[config.mk]
export PLATFORM = sky130hd
export DESIGN_NAME = muxn_arb_flat
export DESIGN_NICKNAME = d
export VERILOG_FILES = /design/src/rtl/mips_mux_pkg.sv /design/src/rtl/muxn_arb_if.sv /design/src/rtl/rr_arbiter.sv /design/src/rtl/muxn_arb.sv /design/src/flat_wrapper.sv
export SDC_FILE = /design/constraint.sdc
export NUM_CORES = 1
export LEC_CHECK = 0
export CORE_ASPECT_RATIO = 1.25
export CORE_MARGIN = 4
export CORE_UTILIZATION = 38
export DETAILED_ROUTE_END_ITERATION = 8
export PLACE_DENSITY = 0.87
export SYNTH_ARGS = -nofsm -noshare
export SYNTH_HDL_FRONTEND = slang
export SYNTH_SLANG_ARGS = --single-unit
[constraint.sdc]
create_clock -name clk -period 3.1 [get_ports clk]
set_input_delay 0.465 -clock clk [delete_from_list [all_inputs] [get_ports clk]]
set_output_delay 0.465 -clock clk [all_outputs]
set_load 0.1 [all_outputs]
[src/rtl/mips_mux_pkg.sv]
// Shared constants and types for the N-way output-registered mux/arbiter.
package mips_mux_pkg;

  localparam int DEFAULT_WIDTH = 32;
  localparam int DEFAULT_N     = 4;

  typedef enum logic {
    MODE_FIXED = 1'b0,
    MODE_RR    = 1'b1
  } mode_e;

endpackage

[src/rtl/muxn_arb_if.sv]
// Handshake bundle between the N input channels, the select controls and the output register.
interface muxn_arb_if
  import mips_mux_pkg::*;
#(
  parameter int WIDTH = DEFAULT_WIDTH,
  parameter int N     = DEFAULT_N,
  parameter int SW    = $clog2(N)
);

  mode_e              i_mode;
  logic [SW-1:0]      i_sel;
  logic [N-1:0]       i_inValid;
  logic [N*WIDTH-1:0] i_inData;
  logic [N-1:0]       o_inReady;
  logic               o_outValid;
  logic [WIDTH-1:0]   o_outData;
  logic [SW-1:0]      o_outSel;
  logic               i_outReady;

  modport slave (
    input  i_mode, i_sel, i_inValid, i_inData, i_outReady,
    output o_inReady, o_outValid, o_outData, o_outSel
  );

  modport master (
    output i_mode, i_sel, i_inValid, i_inData, i_outReady,
    input  o_inReady, o_outValid, o_outData, o_outSel
  );

endinterface

[src/rtl/rr_arbiter.sv]
// Round-robin pick: first requesting channel at or after ptr, wrapping modulo N.
module rr_arbiter
  import mips_mux_pkg::*;
#(
  parameter int N  = DEFAULT_N,
  parameter int SW = $clog2(N)
) (
  input  logic [N-1:0]  i_req,
  input  logic [SW-1:0] i_ptr,
  output logic [SW-1:0] o_grant,
  output logic          o_grantValid
);

  // Scan from the farthest offset down so the nearest requester to ptr wins last.
  always_comb begin
    o_grant      = '0;
    o_grantValid = 1'b0;
    for (int k = N - 1; k >= 0; k--) begin
      if (i_req[(int'(i_ptr) + k) % N]) begin
        o_grant      = SW'((int'(i_ptr) + k) % N);
        o_grantValid = 1'b1;
      end
    end
  end

endmodule

[src/rtl/muxn_arb.sv]
// N-channel mux with a single output register; channel chosen by fixed select or round-robin.
module muxn_arb
  import mips_mux_pkg::*;
#(
  parameter int WIDTH = DEFAULT_WIDTH,
  parameter int N     = DEFAULT_N,
  parameter int SW    = $clog2(N)
) (
  input logic       clk,
  input logic       rst,
  muxn_arb_if.slave bus
);

  logic [SW-1:0]    r_ptr;
  logic             r_outValid;
  logic [WIDTH-1:0] r_outData;
  logic [SW-1:0]    r_outSel;

  logic [SW-1:0]    w_rrGrant;
  logic             w_rrValid;
  logic [SW-1:0]    w_grant;
  logic             w_grantValid;
  logic             w_canLoad;
  logic             w_accept;
  logic [SW-1:0]    w_nextPtr;

  rr_arbiter #(
    .N  (N),
    .SW (SW)
  ) u_rrArbiter (
    .i_req        (bus.i_inValid),
    .i_ptr        (r_ptr),
    .o_grant      (w_rrGrant),
    .o_grantValid (w_rrValid)
  );

  // Mode switches the grant source immediately; an out-of-range sel simply yields no grant.
  always_comb begin
    w_grant      = '0;
    w_grantValid = 1'b0;
    if (bus.i_mode == MODE_RR) begin
      w_grant      = w_rrGrant;
      w_grantValid = w_rrValid;
    end else if (int'(bus.i_sel) < N) begin
      w_grant      = bus.i_sel;
      w_grantValid = bus.i_inValid[bus.i_sel];
    end
  end

  assign w_canLoad = ~r_outValid | bus.i_outReady;
  assign w_accept  = rst & w_grantValid & w_canLoad;
  assign w_nextPtr = (w_grant == SW'(N - 1)) ? '0 : w_grant + SW'(1);

  assign bus.o_inReady  = w_accept ? (N'(1) << w_grant) : '0;
  assign bus.o_outValid = r_outValid;
  assign bus.o_outData  = r_outData;
  assign bus.o_outSel   = r_outSel;

  // A reload on accept takes priority over the drain, giving one word per cycle when streaming.
  always_ff @(posedge clk) begin
    if (!rst) begin
      r_outValid <= 1'b0;
      r_outData  <= '0;
      r_outSel   <= '0;
      r_ptr      <= '0;
    end else if (w_accept) begin
      r_outValid <= 1'b1;
      r_outData  <= bus.i_inData[int'(w_grant) * WIDTH +: WIDTH];
      r_outSel   <= w_grant;
      if (bus.i_mode == MODE_RR) begin
        r_ptr <= w_nextPtr;
      end
    end else if (bus.i_outReady) begin
      r_outValid <= 1'b0;
    end
  end

endmodule
[src/flat_wrapper.sv]
// flat-port wrapper written by rule: the top's interface ports become plain ports
module muxn_arb_flat import mips_mux_pkg::*;
#(
  parameter int WIDTH = DEFAULT_WIDTH,
  parameter int N     = DEFAULT_N,
  parameter int SW    = $clog2(N)
)
  (clk, rst, bus_i_mode, bus_i_sel, bus_i_inValid, bus_i_inData, bus_i_outReady, bus_o_inReady, bus_o_outValid, bus_o_outData, bus_o_outSel);
  muxn_arb_if #(.WIDTH(WIDTH), .N(N), .SW(SW)) bus_i ();
  input logic clk;
  input logic rst;
  input wire logic [$bits(bus_i.i_mode)-1:0] bus_i_mode;
  input wire logic [$bits(bus_i.i_sel)-1:0] bus_i_sel;
  input wire logic [$bits(bus_i.i_inValid)-1:0] bus_i_inValid;
  input wire logic [$bits(bus_i.i_inData)-1:0] bus_i_inData;
  input wire logic [$bits(bus_i.i_outReady)-1:0] bus_i_outReady;
  output wire logic [$bits(bus_i.o_inReady)-1:0] bus_o_inReady;
  output wire logic [$bits(bus_i.o_outValid)-1:0] bus_o_outValid;
  output wire logic [$bits(bus_i.o_outData)-1:0] bus_o_outData;
  output wire logic [$bits(bus_i.o_outSel)-1:0] bus_o_outSel;
  assign bus_i.i_mode = bus_i_mode;
  assign bus_i.i_sel = bus_i_sel;
  assign bus_i.i_inValid = bus_i_inValid;
  assign bus_i.i_inData = bus_i_inData;
  assign bus_i.i_outReady = bus_i_outReady;
  assign bus_o_inReady = bus_i.o_inReady;
  assign bus_o_outValid = bus_i.o_outValid;
  assign bus_o_outData = bus_i.o_outData;
  assign bus_o_outSel = bus_i.o_outSel;
  muxn_arb #(.WIDTH(WIDTH), .N(N), .SW(SW)) u_core (.clk(clk), .rst(rst), .bus(bus_i));
endmodule
==> reports/qor.csv <==
stage;metric;value;unit
hold_path;Hold/Removal Path Class;reg2reg;
critical_path;critical path data arrival time;2.24;ns
timing;Slew @ Worst Pin;0.936;ns
floorplan;die width;80.5;um
grt;first-pass GRT wire length;14.0;mm
status;status;complete, no violations;
routing;WL/cell;15.9;um
power;Power Dens Cells;417;nW/um2
grt;All-Layer GR Usage;21.9;%
timing;min Tclk post-route;2.71;ns
grt;largest net degree at the start of global routing;41;
clock_tree;CTS clk-pin slew, worst paths;0.08;ns
critical_path;CP top delay family;buffers and inverters;
timing;setup violators final;0;
yosys;multiplexer share of the synthesized area;1.71;%
routing;Detailed Route WL;9.23;mm
yosys;sequential share of the synthesized area;29.7;%
placement;RD Place Congestion;0.767;
timing;fin crit share;87.4;%
critical_path;Crit path buffers/inverters;3;
placement;port bufs;176;
floorplan;Die Ht;98.6;um
floorplan;Ports;177;
critical_path;worst endpoint required time;2.63;ns
yosys;compound-gate portion of the synthesized area;17.9;%
final_layout;most frequent cells in the layout;clkdlybuf4s50_1, nand2_1, buf_4;
clock_tree;CTS tree;done;
final_layout;Filler Cell Count;554;
routing;drt pass-1 iters;4;
critical_path;Max FO, Critical Path;13;
yosys;Yosys cell types;32;
critical_path;CP max stage delay;0.47;ns
grt;initial antenna violation count;0;
placement;Detail Placement HPWL;7.06;mm
critical_path;critical path startpoint category;input port;
yosys;Synth Area in Adders;0;%
routing;DR vias/cell;5.43;
yosys;Synth Cell Area;2490;um2
yosys;xor and xnor area share after synthesis;0.351;%
yosys;Post-Synthesis Cells;338;
timing;Post-Route Skew;0.00722;ns
routing;initial DRC count;163;
final_layout;fraction of layout cells with a size suffix above 1;15.3;%
final_layout;diodes inserted;0;
timing;f_max;369;MHz
critical_path;Crit-path slowest cell;clkdlybuf4s50_1;
final_layout;area taken by multi-input logic gates;1590;um2
timing;Slew HR;37.4;%
clock_tree;Worst-Skew Late Latency;0.28;ns
critical_path;flop-to-flop setup slack;0.88;ns
clock_tree;Clock Sinks;37;
yosys;largest family of logic cells by synthesized area;simple AND/OR/NAND/NOR gates;
routing;Routed Antenna Nets;0;
yosys;synth warn;0;
yosys;asr flop ratio synth;0;%
yosys;EDFF count, synth;0;
yosys;Yosys reg bits;37;
yosys;Top FF cell, synth;dfxtp_1;
power;Leakage;1.68;nW
grt;grt ovf;0;
grt;vias in the first global route;2995;
final_layout;commonest non-fill, non-tap cell in the layout;clkdlybuf4s50_1;
floorplan;row cnt;32;
power;VDD IR max;0.236;mV
floorplan;Die Area;7930;um2
timing;RSZ-0062 raised after global routing;no;
timing;Hold WS;0.474;ns
yosys;syn avg cell area;7.38;um2
power;Final Power;1.79;mW
critical_path;kind of critical path;in2out;
yosys;Synth Area in Simple Gates;42.3;%
clock_tree;CTS Hold Bufs;0;
clock_tree;Setup Buffers After CTS;0;
clock_tree;CTS buffer count;5;
clock_tree;clk buf depth;2;
critical_path;Worst Setup End Kind;output pin;
final_layout;fin nets;634;
flow_run;max cap viols;0;
floorplan;core area;6290;um2
clock_tree;post-cts sizing count;0;
timing;Setup TNS;0;ns
clock_tree;htree depth;2;
final_layout;Layout area overhead;72.3;%
floorplan;initial core utilization;39.7;%
clock_tree;root buf cell;clkbuf_8;
timing;Final Hold Fails;0;
yosys;Syn Nets;476;
routing;DR vias;3162;
critical_path;CP Cell Sequence;clkdlybuf4s50_1 -> nor2b_1 -> o21bai_1 -> a41oi_4 -> buf_4 -> nor2_2 -> buf_12;
routing;detailed-route DRC error count;0;
timing;fin. max-slew vios;0;
final_layout;FF+latch area;741;um2
==> worst paths after layout <==
check / startpoint / depth (start not counted) / end
worst max register to register: u_core.r_ptr[0]$_SDFFE_PN0P_ / 6 / u_core.bus.o_outData[14]$_SDFFE_PN0P_
worst min-delay path: u_core.bus.o_outSel[1]$_SDFFE_PN0P_ / 2 / u_core.bus.o_outSel[1]$_SDFFE_PN0P_
worst max-delay path: bus_i_inValid[0] / 7 / bus_o_inReady[3]
worst min register to register: u_core.bus.o_outSel[1]$_SDFFE_PN0P_ / 2 / u_core.bus.o_outSel[1]$_SDFFE_PN0P_
==> power breakdown <==
group / total (mW) / internal (mW) / switching [mW]
sequential: 0.548 / 0.523 / 0.0253
combinational: 0.922 / 0.327 / 0.595
clock: 0.323 / 0.156 / 0.167
==> area by class of cell <==
class | count | area share [%]
Clock buffer | 6 | 1.69
Clock inverter | 2 | 0.233
Multi-Input combinational cell | 267 | 36.9
Sequential cell | 37 | 17.2
Tap cell | 85 | 2.47
Timing Repair Buffer | 185 | 41.5
==> worst min-delay path, delay by kind of cell, from the launching register on <==
| kind | cells | cell delay (ns) |
|---|---|---|
| flip-flops | 1 | 0.32 |
| AO/OA/AOI/OAI | 1 | 0.06 |
| AND/OR/NAND/NOR | 1 | 0.05 |
==> through the flow <==
stage	instance area [um2]	std cells	setup slack, ns	util [%]
floorplan	2500	338	0.0118	-
global placement	4220	574	0.271	67.1
detailed placement	4220	574	0.178	67.1
CTS	4300	582	0.392	68.4
global route	4300	582	0.312	68.4
finish	4300	582	0.391	68.4
==> sequential cells by signal, indices dropped and copies added, names as in the netlist <==
register,flops
u_core.r_ptr,2
u_core.bus.o_outSel,2
u_core.bus.o_outData,32
u_core.bus.o_outValid,1
==> Yosys cell counts, types with 2 or more instances <==
cell type | instances | area (um2)
nand2b_1 | 4 | 25.0
nand4_1 | 32 | 200
o21ai_1 | 2 | 10.0
buf_6 | 6 | 67.6
clkbuf_1 | 10 | 37.5
a21oi_1 | 2 | 10.0
nand3_2 | 10 | 100
mux2i_1 | 2 | 20.0
buf_2 | 14 | 70.1
and3_1 | 2 | 12.5
o2111a_1 | 32 | 360
a21boi_0 | 2 | 15.0
dfxtp_1 | 37 | 741
buf_4 | 3 | 22.5
nand2_1 | 133 | 499
nand3_1 | 24 | 120
nor2b_1 | 8 | 50.1
==> kinds of logic (layout without fill, tap and decap cells) <==
kind of cell,Yosys count,in the layout
XOR/XNOR,1,1
AO/OA/AOI/OAI,43,43
multiplexers,3,3
AND/OR/NAND/NOR,220,220
buffers and inverters,34,193
flip-flops,37,37
==> routing by layer <==
| layer | track usage (%) | share of wire [%] | routed length [um] |
|---|---|---|---|
| met3 | 5.58 | 7.4 | 681 |
| met1 | 22.4 | 37 | 3370 |
| met2 | 42.1 | 54 | 4960 |
| met5 | 0 | 0 | 0 |
| met4 | 6.89 | 2.3 | 209 |
Note: power is estimated with default switching activity, not from simulation.
